$ cat src/rtl/seq_cmp_pkg.sv
// Shared definitions for the sequential magnitude comparator: FSM states,
// the one-hot {eq,gt,lt} result word and step/counter sizing helpers.
package seq_cmp_pkg;

   typedef enum logic [1:0] {
      ST_IDLE = 2'd0,
      ST_RUN  = 2'd1,
      ST_DONE = 2'd2
   } state_t;

   // Result word is one-hot {eq, gt, lt}; all-zero means "no valid result".
   typedef logic [2:0] res_t;

   localparam int RES_EQ_BIT = 2;
   localparam int RES_GT_BIT = 1;
   localparam int RES_LT_BIT = 0;

   localparam res_t RES_NONE = 3'b000;
   localparam res_t RES_EQ   = 3'b100;
   localparam res_t RES_GT   = 3'b010;
   localparam res_t RES_LT   = 3'b001;

   function automatic int calc_steps(input int width, input int bpc);
      return width / bpc;
   endfunction

   function automatic int calc_cnt_w(input int steps);
      return (steps <= 1) ? 1 : $clog2(steps);
   endfunction

endpackage

$ cat src/rtl/slice_compare.sv
// One cascade stage of the MSB-first magnitude compare: folds a BPC-bit
// unsigned slice into an incoming {eq,gt,lt} state. A decided state passes through.
module slice_compare
   import seq_cmp_pkg::*;
#(
   parameter int BPC = 1
) (
   input  logic [BPC-1:0] i_a,
   input  logic [BPC-1:0] i_b,
   input  res_t           i_acc,
   output res_t           o_acc
);

   logic [BPC:0] w_eq;
   logic [BPC:0] w_gt;
   logic [BPC:0] w_lt;

   assign w_eq[0] = i_acc[RES_EQ_BIT];
   assign w_gt[0] = i_acc[RES_GT_BIT];
   assign w_lt[0] = i_acc[RES_LT_BIT];

   // Bit ripple from the slice MSB down; only the first differing bit decides.
   genvar gi;
   generate
      for (gi = 0; gi < BPC; gi++) begin : g_bit
         localparam int BI = BPC - 1 - gi;
         assign w_eq[gi+1] = w_eq[gi] & ~(i_a[BI] ^ i_b[BI]);
         assign w_gt[gi+1] = w_gt[gi] | (w_eq[gi] &  i_a[BI] & ~i_b[BI]);
         assign w_lt[gi+1] = w_lt[gi] | (w_eq[gi] & ~i_a[BI] &  i_b[BI]);
      end
   endgenerate

   assign o_acc = {w_eq[BPC], w_gt[BPC], w_lt[BPC]};

endmodule

$ cat src/rtl/seq_magnitude_comparator.sv
// Multi-cycle MSB-first magnitude comparator with start/done handshake and
// runtime signed mode. Define SEQ_CMP_EARLY_EXIT_EN to stop on the first differing slice.
module seq_magnitude_comparator
   import seq_cmp_pkg::*;
#(
   parameter int WIDTH = 16,
   parameter int BPC   = 1
) (
   input  logic             clk,
   input  logic             rst,
   input  logic             start,
   input  logic [WIDTH-1:0] a,
   input  logic [WIDTH-1:0] b,
   input  logic             signed_mode,
   output logic             busy,
   output logic             done,
   output logic             eq,
   output logic             gt,
   output logic             lt
);

   localparam int STEPS = calc_steps(WIDTH, BPC);
   localparam int CNT_W = calc_cnt_w(STEPS);
   localparam logic [CNT_W-1:0] CNT_LAST = CNT_W'(STEPS - 1);

   state_t           r_state;
   logic [WIDTH-1:0] r_a;
   logic [WIDTH-1:0] r_b;
   logic             r_signed;
   logic [CNT_W-1:0] r_cnt;
   res_t             r_acc;
   res_t             r_res;
   logic             r_busy;
   logic             r_done;

   logic [BPC-1:0]   w_slice_a;
   logic [BPC-1:0]   w_slice_b;
   logic             w_first;
   res_t             w_acc_next;
   logic             w_exit;

   assign w_first = (r_cnt == CNT_LAST);

   // Flipping both MSBs on the first step maps two's complement order onto unsigned order.
   always_comb begin
      w_slice_a = r_a[WIDTH-1 -: BPC];
      w_slice_b = r_b[WIDTH-1 -: BPC];
      w_slice_a[BPC-1] = r_a[WIDTH-1] ^ (r_signed & w_first);
      w_slice_b[BPC-1] = r_b[WIDTH-1] ^ (r_signed & w_first);
   end

   slice_compare #(
      .BPC (BPC)
   ) u_slice (
      .i_a   (w_slice_a),
      .i_b   (w_slice_b),
      .i_acc (r_acc),
      .o_acc (w_acc_next)
   );

`ifdef SEQ_CMP_EARLY_EXIT_EN
   assign w_exit = (r_cnt == '0) || !w_acc_next[RES_EQ_BIT];
`else
   assign w_exit = (r_cnt == '0);
`endif

   always_ff @(posedge clk) begin
      if (rst) begin
         r_state  <= ST_IDLE;
         r_a      <= '0;
         r_b      <= '0;
         r_signed <= 1'b0;
         r_cnt    <= '0;
         r_acc    <= RES_NONE;
         r_res    <= RES_NONE;
         r_busy   <= 1'b0;
         r_done   <= 1'b0;
      end else begin
         case (r_state)
            ST_IDLE: begin
               if (start) begin
                  r_a      <= a;
                  r_b      <= b;
                  r_signed <= signed_mode;
                  r_acc    <= RES_EQ;
                  r_cnt    <= CNT_LAST;
                  r_res    <= RES_NONE;
                  r_busy   <= 1'b1;
                  r_state  <= ST_RUN;
               end
            end
            ST_RUN: begin
               r_acc <= w_acc_next;
               r_a   <= r_a << BPC;
               r_b   <= r_b << BPC;
               r_cnt <= r_cnt - 1'b1;
               if (w_exit) begin
                  r_res   <= w_acc_next;
                  r_done  <= 1'b1;
                  r_state <= ST_DONE;
               end
            end
            ST_DONE: begin
               r_done  <= 1'b0;
               r_busy  <= 1'b0;
               r_state <= ST_IDLE;
            end
            default: begin
               r_state <= ST_IDLE;
            end
         endcase
      end
   end

   assign busy = r_busy;
   assign done = r_done;
   assign eq   = r_res[RES_EQ_BIT];
   assign gt   = r_res[RES_GT_BIT];
   assign lt   = r_res[RES_LT_BIT];

endmodule

$ cat config.mk
export PLATFORM = sky130hd
export DESIGN_NAME = seq_magnitude_comparator
export DESIGN_NICKNAME = d
export VERILOG_FILES = /design/src/rtl/seq_cmp_pkg.sv /design/src/rtl/slice_compare.sv /design/src/rtl/seq_magnitude_comparator.sv
export SDC_FILE = /design/constraint.sdc
export NUM_CORES = 1
export LEC_CHECK = 0
export CORE_ASPECT_RATIO = 0.5
export CORE_MARGIN = 5
export CORE_UTILIZATION = 36
export CTS_BUF_LIST = sky130_fd_sc_hd__clkbuf_2
export CTS_CLUSTER_DIAMETER = 30
export DETAILED_ROUTE_END_ITERATION = 8
export SLEW_MARGIN = 20
export SYNTH_ARGS = -nofsm -noshare
export SYNTH_HDL_FRONTEND = slang
export SYNTH_SLANG_ARGS = --single-unit
$ cat constraint.sdc
create_clock -name clk -period 2.3 [get_ports clk]
set_input_delay 0.46 -clock clk [delete_from_list [all_inputs] [get_ports clk]]
set_output_delay 0.46 -clock clk [all_outputs]
set_load 0.005 [all_outputs]
==> impl_metrics.py, run 1 <==
metrics = {
    "timing": {
        "hold_viol": 0,
        "relSlewSlack": 0.6647,
        "worst_slew_pin_slew_ns": 0.5030,
        "layout_setup_ws_ns": 0.5263,
        "timing.hold.ws_ns": 0.4715,
        "slew_violations": 0,
        "rsz0062_at_grt": "no",
        "clock_skew_ns": 0.01134,
        "period_share": 0.7712,
        "max_freq_mhz": 563.8,
        "finalSetupViolCount": 0,
        "finalCriticalPeriod_ns": 1.774,
        "fin_tns_setup_ns": 0,
    },
    "route": {
        "drtIter0Drc": 101,
        "route.vias.total": 1728,
        "vias_per_cell": 5.252,
        "drc": 0,
        "ant_nets": 0,
        "dr.pass1.iters": 4,
        "drt-total-wl_microns": 4578,
        "wl_per_cell_microns": 13.91,
    },
    "cells_and_area": {
        "regArea_sq_um": 940.9,
        "drive_gt1_frac": 0.08594,
        "n_fill_cell": 536,
        "instances_no_fill": 329,
        "diodes": 0,
        "syn_to_final_growth_pct": 24.64,
        "layout.nets": 294,
        "final_area_sq_um": 2462,
        "final_util": 0.4563,
        "multiInputGateArea_sq_um": 932.1,
    },
    "global_routing": {
        "grt_pass1_vias": 1675,
        "grt.overflow.total": 0,
        "grt_first_pass_wirelength_microns": 7645,
        "grt_use_total": 0.1296,
        "grt_max_degree": 27,
        "antenna_found_initial": 0,
    },
    "pwr": {
        "total_leakage_power_nw": 0.8850,
        "p_per_area_nw_per_um2": 640.0,
        "vdd_drop_max_mv": 0.2240,
        "p_total_mw": 1.576,
    },
    "worst_setup_path": {
        "r2r_slack_ns": 0.67,
        "worst_path_largest_cell_delay_ns": 0.51,
        "crit_buf_inv": 1,
        "startpoint_type": "register",
        "cpMaxStageDelayCell": "clkdlybuf4s50_1",
        "critPathTopFamily": "buffers and inverters",
        "crit_arrival_ns": 1.31,
        "crit_required_ns": 1.84,
        "path_max_fanout": 3,
        "crit_chain": "clkdlybuf4s50_1",
        "r2r_start": "r_state[0]",
        "reg2reg_to": "r_cnt[3]",
        "r2r_cells": 4,
        "worstSetupPathType": "register to output port",
        "end_kind": "output port",
    },
    "floorplan": {
        "die_y_microns": 62.39,
        "placement_rows": 19,
        "io_pins": 41,
        "initial_utilization": 0.3661,
        "die_w_microns": 114.8,
        "dieArea_sq_um": 7160,
        "core_area_sq_um": 5396,
    },
    "synthesis": {
        "synth_fp_nets": 258,
        "yosysWarnings": 0,
        "synthArstFlopShare": 0,
        "synth_seq_cells": 47,
        "synth-edff-count": 0,
        "syn_area_per_cell_sq_um": 8.980,
        "synth_commonest_cells": "dfxtp_1, a21oi_1, nand2_1",
        "synth.top_cell.area_share": 0.4763,
        "yosysSeqAreaShare": 0.4763,
        "synth.cell_area_sq_um": 1976,
        "synth_ff_type": "dfxtp_1",
        "synth_top_cells_by_area": "dfxtp_1, a22oi_1, a21oi_1",
        "yosysTopAreaCell": "dfxtp_1",
        "yosysUniqueCellTypes": 32,
        "syn-instance-count": 220,
        "yosysMostFrequentCell": "dfxtp_1",
    },
    "min_path": {
        "hold_start": "r_b[12]",
        "hold_end": "r_b[12]",
        "hold_class": "register to register",
        "min_path_cells": 2,
    },
    "place": {
        "gp_congestion": 0.7736,
        "placedInstanceArea_sq_um": 2424,
        "port-buffer-count": 40,
        "dp_cells": 322,
        "hpwl_microns": 3244,
        "dp_worst_setup_slack_ns": 0.3160,
    },
    "clock_tree": {
        "clk_pin_slew_worst_paths_ns": 0.23,
        "ctsHoldBuffers": 0,
        "cts_resized": 0,
        "insertion_delay_ns": 0.41,
        "clk_path_buf_depth": 2,
        "clock-sinks": 47,
        "cts_inserted_buffers": 5,
        "htree_num_levels": 2,
        "post_cts_buffers": 0,
        "cts_tree": "built",
        "cts-root-buf": "clkbuf_2",
    },
    "run": {
        "cap_violations": 0,
    },
    "status": {
        "status": "finished clean",
    },
}
[registers in the layout (all words and copies together) (netlist names)]
register,flops
busy,1
r_b,16
r_state,2
r_cnt,4
r_a,16
r_res,3
done,1
r_signed,1
r_acc,3
[kinds of logic (layout without fill, tap and decap cells)]
kind of cell    Yosys count  in the layout  synth area share
buf+inv                  21             57           0.05699
flops                    47             47            0.4762
simple gates             62             62            0.1533
mux                       4              4           0.02027
xor+xnor                  1              1          0.004434
fa+ha+maj                 2              2           0.01266
compound gates           83             83            0.2761
[worst max path at each step]
| stage | startpoint | end | slack, ns | cells past startpoint |
|---|---|---|---|---|
| 6_report | done | done | 0.53 | 1 |
| 3_5_place_dp | start | r_b[2] | 0.32 | 5 |
| 5_1_grt | done | done | 0.42 | 1 |
| 3_3_place_gp | start | r_cnt[3] | 0.39 | 5 |
| 2_1_floorplan | r_cnt[0] | r_res[0] | 0.86 | 5 |
| 4_1_cts | busy | busy | 0.49 | 1 |
[final cells by class]
cell class | instances | share of cell area
tap | 73 | 0.03709
timing repair buffer | 47 | 0.1819
clock buffer | 5 | 0.01016
multi-input combinational | 152 | 0.3786
inverter | 3 | 0.004573
sequential | 47 | 0.3821
clock inverter | 2 | 0.005589
[per-layer routing]
metal	up-vias	track usage	wire, microns
met5	-	0	0
li1	872	-	-
met2	32	0.1964	1963
met4	0	0.03953	57
met1	817	0.1799	2361
met3	7	0.03482	196
[where the power goes]
| part | internal [mW] | switching (mW) |
|---|---|---|
| Clock | 0.0699 | 0.255 |
| Sequential | 0.880 | 0.0502 |
| Combinational | 0.157 | 0.163 |
[placed cells by master, fill, tap and decap left out, drive strengths merged]
cell type       n
dfxtp          47
clkdlybuf4s50  39
nand2          38
a21oi          38
a22oi          30
buf             8
a211oi          5
clkbuf          5
nor3            4
nor2            4
mux2i           4
inv             3
nand2b          3
nor3b           3
nand4           2
or3b            2
nand3           2
a311oi          2
a22o            2
and3b           2
a221oi          2
ha              2
clkinv          2
xnor2           1
o21ai           1
nor2b           1
o211ai          1
nand3b          1
o31ai           1
o21bai          1
No activity file was read; power rests on OpenSTA's default activity.
==> inputs of run 2 (changes only) <==
==> constraint.sdc (replaced) <==
create_clock -name clk -period 1.73 [get_ports clk]
set_input_delay 0.346 -clock clk [delete_from_list [all_inputs] [get_ports clk]]
set_output_delay 0.346 -clock clk [all_outputs]
set_load 0.005 [all_outputs]
==> impl_metrics.py, run 2 (synthesized netlist as in run 1, its figures left out) <==
metrics = {
    "status": {
        "status": "finished clean",
    },
    "clock_tree": {
        "cts-root-buf": "clkbuf_2",
        "clock-sinks": 47,
        "cts_tree": "built",
        "cts_inserted_buffers": 5,
        "clk_pin_slew_worst_paths_ns": 0.22,
        "ctsHoldBuffers": 0,
        "clk_path_buf_depth": 2,
        "insertion_delay_ns": 0.39,
        "htree_num_levels": 2,
    },
    "floorplan": {
        "initial_utilization": 0.3661,
        "dieArea_sq_um": 7160,
        "die_y_microns": 62.39,
        "io_pins": 41,
        "placement_rows": 19,
        "die_w_microns": 114.8,
        "core_area_sq_um": 5396,
    },
    "worst_setup_path": {
        "end_kind": "output port",
        "startpoint_type": "register",
        "cpMaxStageDelayCell": "clkdlybuf4s50_1",
        "crit_required_ns": 1.38,
        "worstSetupPathType": "register to output port",
        "worst_path_largest_cell_delay_ns": 0.50,
        "crit_buf_inv": 1,
        "critPathTopFamily": "buffers and inverters",
        "crit_arrival_ns": 1.28,
        "path_max_fanout": 2,
        "crit_chain": "clkdlybuf4s50_1",
        "r2r_cells": 5,
        "cp.depth": 1,
    },
    "global_routing": {
        "grt_first_pass_wirelength_microns": 7921,
        "grt_max_degree": 35,
        "grt.overflow.total": 0,
        "grt_pass1_vias": 1674,
        "antenna_found_initial": 0,
        "grt_use_total": 0.1347,
    },
    "timing": {
        "finalSetupViolCount": 0,
        "fin_tns_setup_ns": 0,
        "max_freq_mhz": 616.8,
        "finalCriticalPeriod_ns": 1.621,
        "hold_viol": 0,
        "worst_slew_pin_slew_ns": 0.3593,
        "slew_violations": 0,
        "layout_setup_ws_ns": 0.1086,
        "period_share": 0.9372,
        "clock_skew_ns": 0.005668,
        "rsz0062_at_grt": "no",
        "relSlewSlack": 0.7601,
        "timing.hold.ws_ns": 0.2999,
    },
    "route": {
        "drt-total-wl_microns": 4657,
        "wl_per_cell_microns": 13.98,
        "route.vias.total": 1718,
        "dr.pass1.iters": 4,
        "ant_nets": 0,
        "wl_met2_microns": 2151,
        "drc": 0,
        "dr_wl_met3_microns": 216,
        "highest_layer": "met4",
        "met1_length_microns": 2264,
        "vias_per_cell": 5.159,
        "drtIter0Drc": 70,
    },
    "cells_and_area": {
        "instances_no_fill": 333,
        "diodes": 0,
        "n_fill_cell": 534,
        "reg_top3": "r_a (16), r_b (16), r_cnt (4)",
        "multiInputGateArea_sq_um": 932.1,
        "layout.nets": 297,
        "final_common_cell": "dfxtp_1",
        "final_util": 0.4684,
        "syn_to_final_growth_pct": 27.93,
        "regArea_sq_um": 944.7,
        "drive_gt1_frac": 0.1038,
        "final_cell_mix": "dfxtp_1, clkdlybuf4s50_1, nand2_1, a21oi_1, a22oi_1",
        "final_area_sq_um": 2527,
    },
    "pwr": {
        "vdd_drop_max_mv": 0.2848,
        "p_per_area_nw_per_um2": 845.1,
        "p_total_mw": 2.136,
        "total_leakage_power_nw": 0.9181,
    },
    "place": {
        "placedInstanceArea_sq_um": 2476,
        "port-buffer-count": 40,
        "gp_congestion": 0.7339,
        "dp_cells": 324,
        "hpwl_microns": 3289,
        "dp_worst_setup_slack_ns": 0.0006506,
    },
    "min_path": {
        "hold_class": "input port to register",
        "min_path_cells": 2,
    },
    "run": {
        "cap_violations": 0,
    },
}
==> run 2: changes by cell type in the layout (fill, tap and decap cells not counted) <==
cell      change
buf_12        +3
clkinv_4      -1
dfxtp_1       -1
clkbuf_2      +2
dfxtp_4       +1
==> run 2: path summary, 6_finish.rpt <==
check	slack, ns	end	from
setup / recovery	0.11	lt	r_res[0]
hold / removal	0.30	r_state[1]	rst
setup reg to reg	0.15	r_res[1]	r_cnt[0]
hold reg to reg	0.47	r_a[9]	r_a[9]
==> run 2: where the power goes <==
group	internal [mW]	switching (mW)	leakage, nW	total, mW
combinational	0.233	0.220	0.498	0.453
clock	0.111	0.336	0.0330	0.447
sequential	1.17	0.0655	0.387	1.24
total	1.51	0.621	0.918	2.14
==> run 2: repair_timing <==
| action | in CTS | in global routing |
|---|---|---|
| buffers inserted | 0 | 1 |
| resized for setup | 0 | 2 |
| setup endpoints to repair | 0 | 1 |
==> run 2: routing by layer <==
metal	up-vias	track usage
met2	33	0.2130
li1	880	-
met4	0	0.03367
met5	-	0
met1	803	0.1834
met3	2	0.03482
==> run 2: cell type report <==
cell class	count	area share
Clock buffer	7	0.01386
Clock inverter	1	0.001980
Inverter	3	0.004455
Multi-Input combinational cell	152	0.3688
Sequential cell	47	0.3738
Tap cell	73	0.03614
Timing Repair Buffer	50	0.2010
==> inputs of run 3 (changes only) <==
--- a/config.mk
+++ b/config.mk
@@ -11,6 +11,7 @@
 export CTS_BUF_LIST = sky130_fd_sc_hd__clkbuf_2
 export CTS_CLUSTER_DIAMETER = 30
 export DETAILED_ROUTE_END_ITERATION = 8
+export DONT_BUFFER_PORTS = 1
 export SLEW_MARGIN = 20
 export SYNTH_ARGS = -nofsm -noshare
 export SYNTH_HDL_FRONTEND = slang
==> constraint.sdc (replaced) <==
create_clock -name clk -period 1.8 [get_ports clk]
set_input_delay 0.36 -clock clk [delete_from_list [all_inputs] [get_ports clk]]
set_output_delay 0.36 -clock clk [all_outputs]
set_load 0.005 [all_outputs]
==> impl_metrics.py, run 3 (synthesized netlist as in run 1, its figures left out) <==
metrics = {
    "status": {
        "status": "finished clean",
    },
    "timing": {
        "finalCriticalPeriod_ns": 1.628,
        "clock_skew_ns": 0.03282,
        "worst_slew_pin_slew_ns": 0.6791,
        "finalSetupViolCount": 0,
        "layout_setup_ws_ns": 0.1721,
        "hold_viol": 0,
        "max_freq_mhz": 614.3,
        "period_share": 0.9044,
        "relSlewSlack": 0.5461,
        "rsz0062_at_grt": "no",
        "slew_violations": 0,
        "fin_tns_setup_ns": 0,
    },
    "pwr": {
        "p_total_mw": 1.947,
        "vdd_drop_max_mv": 0.3666,
        "p_per_area_nw_per_um2": 916.9,
        "total_leakage_power_nw": 0.7550,
    },
    "worst_setup_path": {
        "path_max_fanout": 4,
        "crit_required_ns": 2.08,
        "end_kind": "register",
        "startpoint_type": "register",
        "worstSetupPathType": "register to register",
        "crit_arrival_ns": 1.91,
    },
    "floorplan": {
        "die_y_microns": 62.39,
        "dieArea_sq_um": 7160,
        "io_pins": 41,
        "placement_rows": 19,
        "initial_utilization": 0.3661,
        "die_w_microns": 114.8,
        "core_area_sq_um": 5396,
    },
    "clock_tree": {
        "cts-root-buf": "clkbuf_2",
        "clk_pin_slew_worst_paths_ns": 0.23,
        "insertion_delay_ns": 0.40,
        "cts_inserted_buffers": 5,
        "post_cts_buffers": 0,
        "clock-sinks": 47,
        "htree_num_levels": 2,
        "cts_tree": "built",
        "clk_path_buf_depth": 2,
    },
    "global_routing": {
        "grt_use_total": 0.1338,
        "grt_max_degree": 41,
        "grt.overflow.total": 0,
        "antenna_found_initial": 0,
        "grt_pass1_vias": 1544,
        "grt_first_pass_wirelength_microns": 7810,
    },
    "route": {
        "wl_per_cell_microns": 15.62,
        "drc": 0,
        "route.vias.total": 1584,
        "vias_per_cell": 5.406,
        "drtIter0Drc": 83,
        "ant_nets": 0,
        "dr.pass1.iters": 4,
        "drt-total-wl_microns": 4577,
    },
    "cells_and_area": {
        "reg_top3": "r_a (16), r_b (16), r_cnt (4)",
        "diodes": 0,
        "final_cell_mix": "dfxtp_1, nand2_1, a21oi_1",
        "final_area_sq_um": 2123,
        "layout.nets": 257,
        "drive_gt1_frac": 0.1045,
        "syn_to_final_growth_pct": 7.473,
        "final_util": 0.3935,
        "final_common_cell": "dfxtp_1",
    },
    "place": {
        "placedInstanceArea_sq_um": 2021,
        "port-buffer-count": 0,
        "dp_worst_setup_slack_ns": 0.08968,
        "hpwl_microns": 3159,
        "gp_congestion": 0.7366,
    },
    "min_path": {
        "hold_class": "input port to register",
    },
    "run": {
        "cap_violations": 0,
    },
}
==> run 3: cell count changes in the layout (fill, tap and decap cells not counted) <==
| cell | change |
|---|---|
| clkdlybuf4s50_1 | -39 |
| nor3b_1 | -1 |
| dfxtp_4 | -1 |
| nor3b_2 | +1 |
| o21bai_4 | +1 |
| buf_12 | -2 |
| buf_4 | -1 |
| buf_2 | -1 |
| dfxtp_1 | +1 |
| o21bai_2 | -1 |
| dlygate4sd3_1 | +3 |
==> run 3: worst paths after layout <==
| check | from | endpoint | slack [ns] | cells after the start |
|---|---|---|---|---|
| worst max register to register | r_cnt[0] | r_state[0] | 0.17 | 5 |
| worst min register to register | r_b[11] | r_b[11] | 0.47 | 2 |
| worst min-delay path | a[0] | r_a[0] | 0.07 | 2 |
| worst max-delay path | r_cnt[0] | r_state[0] | 0.17 | 5 |
==> run 3: cell type report <==
cell class | count | area [sq um]
sequential | 47 | 940.9
inverter | 3 | 11.26
multi-input combinational | 152 | 944.7
timing repair buffer | 10 | 95.09
clock inverter | 1 | 5.005
fill | 558 | 3273
clock buffer | 7 | 35.03
tap | 73 | 91.34
==> run 3: worst max-delay path, stage by stage (launching register included) <==
cell,delay (ns)
dfxtp_1,0.39
inv_1,0.10
ha_1,0.21
or3b_2,0.51
a21oi_1,0.23
nor2_1,0.07
==> run 3: where the power goes <==
part	leakage [nW]	internal [mW]	switching (mW)
combinational	0.336	0.136	0.197
clock	0.0330	0.106	0.322
sequential	0.386	1.13	0.0614
==> run 3: per-stage QoR <==
stage / hold WS (ns) / std cells
final: 0.07000 / 293
after detailed placement: 0.4420 / 281
after global routing: 0.03444 / 293
after floorplan: 0.4368 / 220
after CTS: 0.004988 / 291
after global placement: 0.4366 / 281
==> run 3: per-layer routing <==
metal  GRT usage  vias to the layer above  part of all wire
li1            -                      798                 -
met1      0.1854                      744              0.46
met2      0.2022                       38              0.46
met3     0.04062                        4             0.076
met4     0.03514                        0            0.0083
met5           0                        -                 0
==> run 3: repair_timing <==
item / 4_1_cts / 5_1_grt
hold buffers: 2 / 2
hold endpoints to repair: 40 / 2
resized for setup: 0 / 1
setup endpoints to repair: 0 / 1
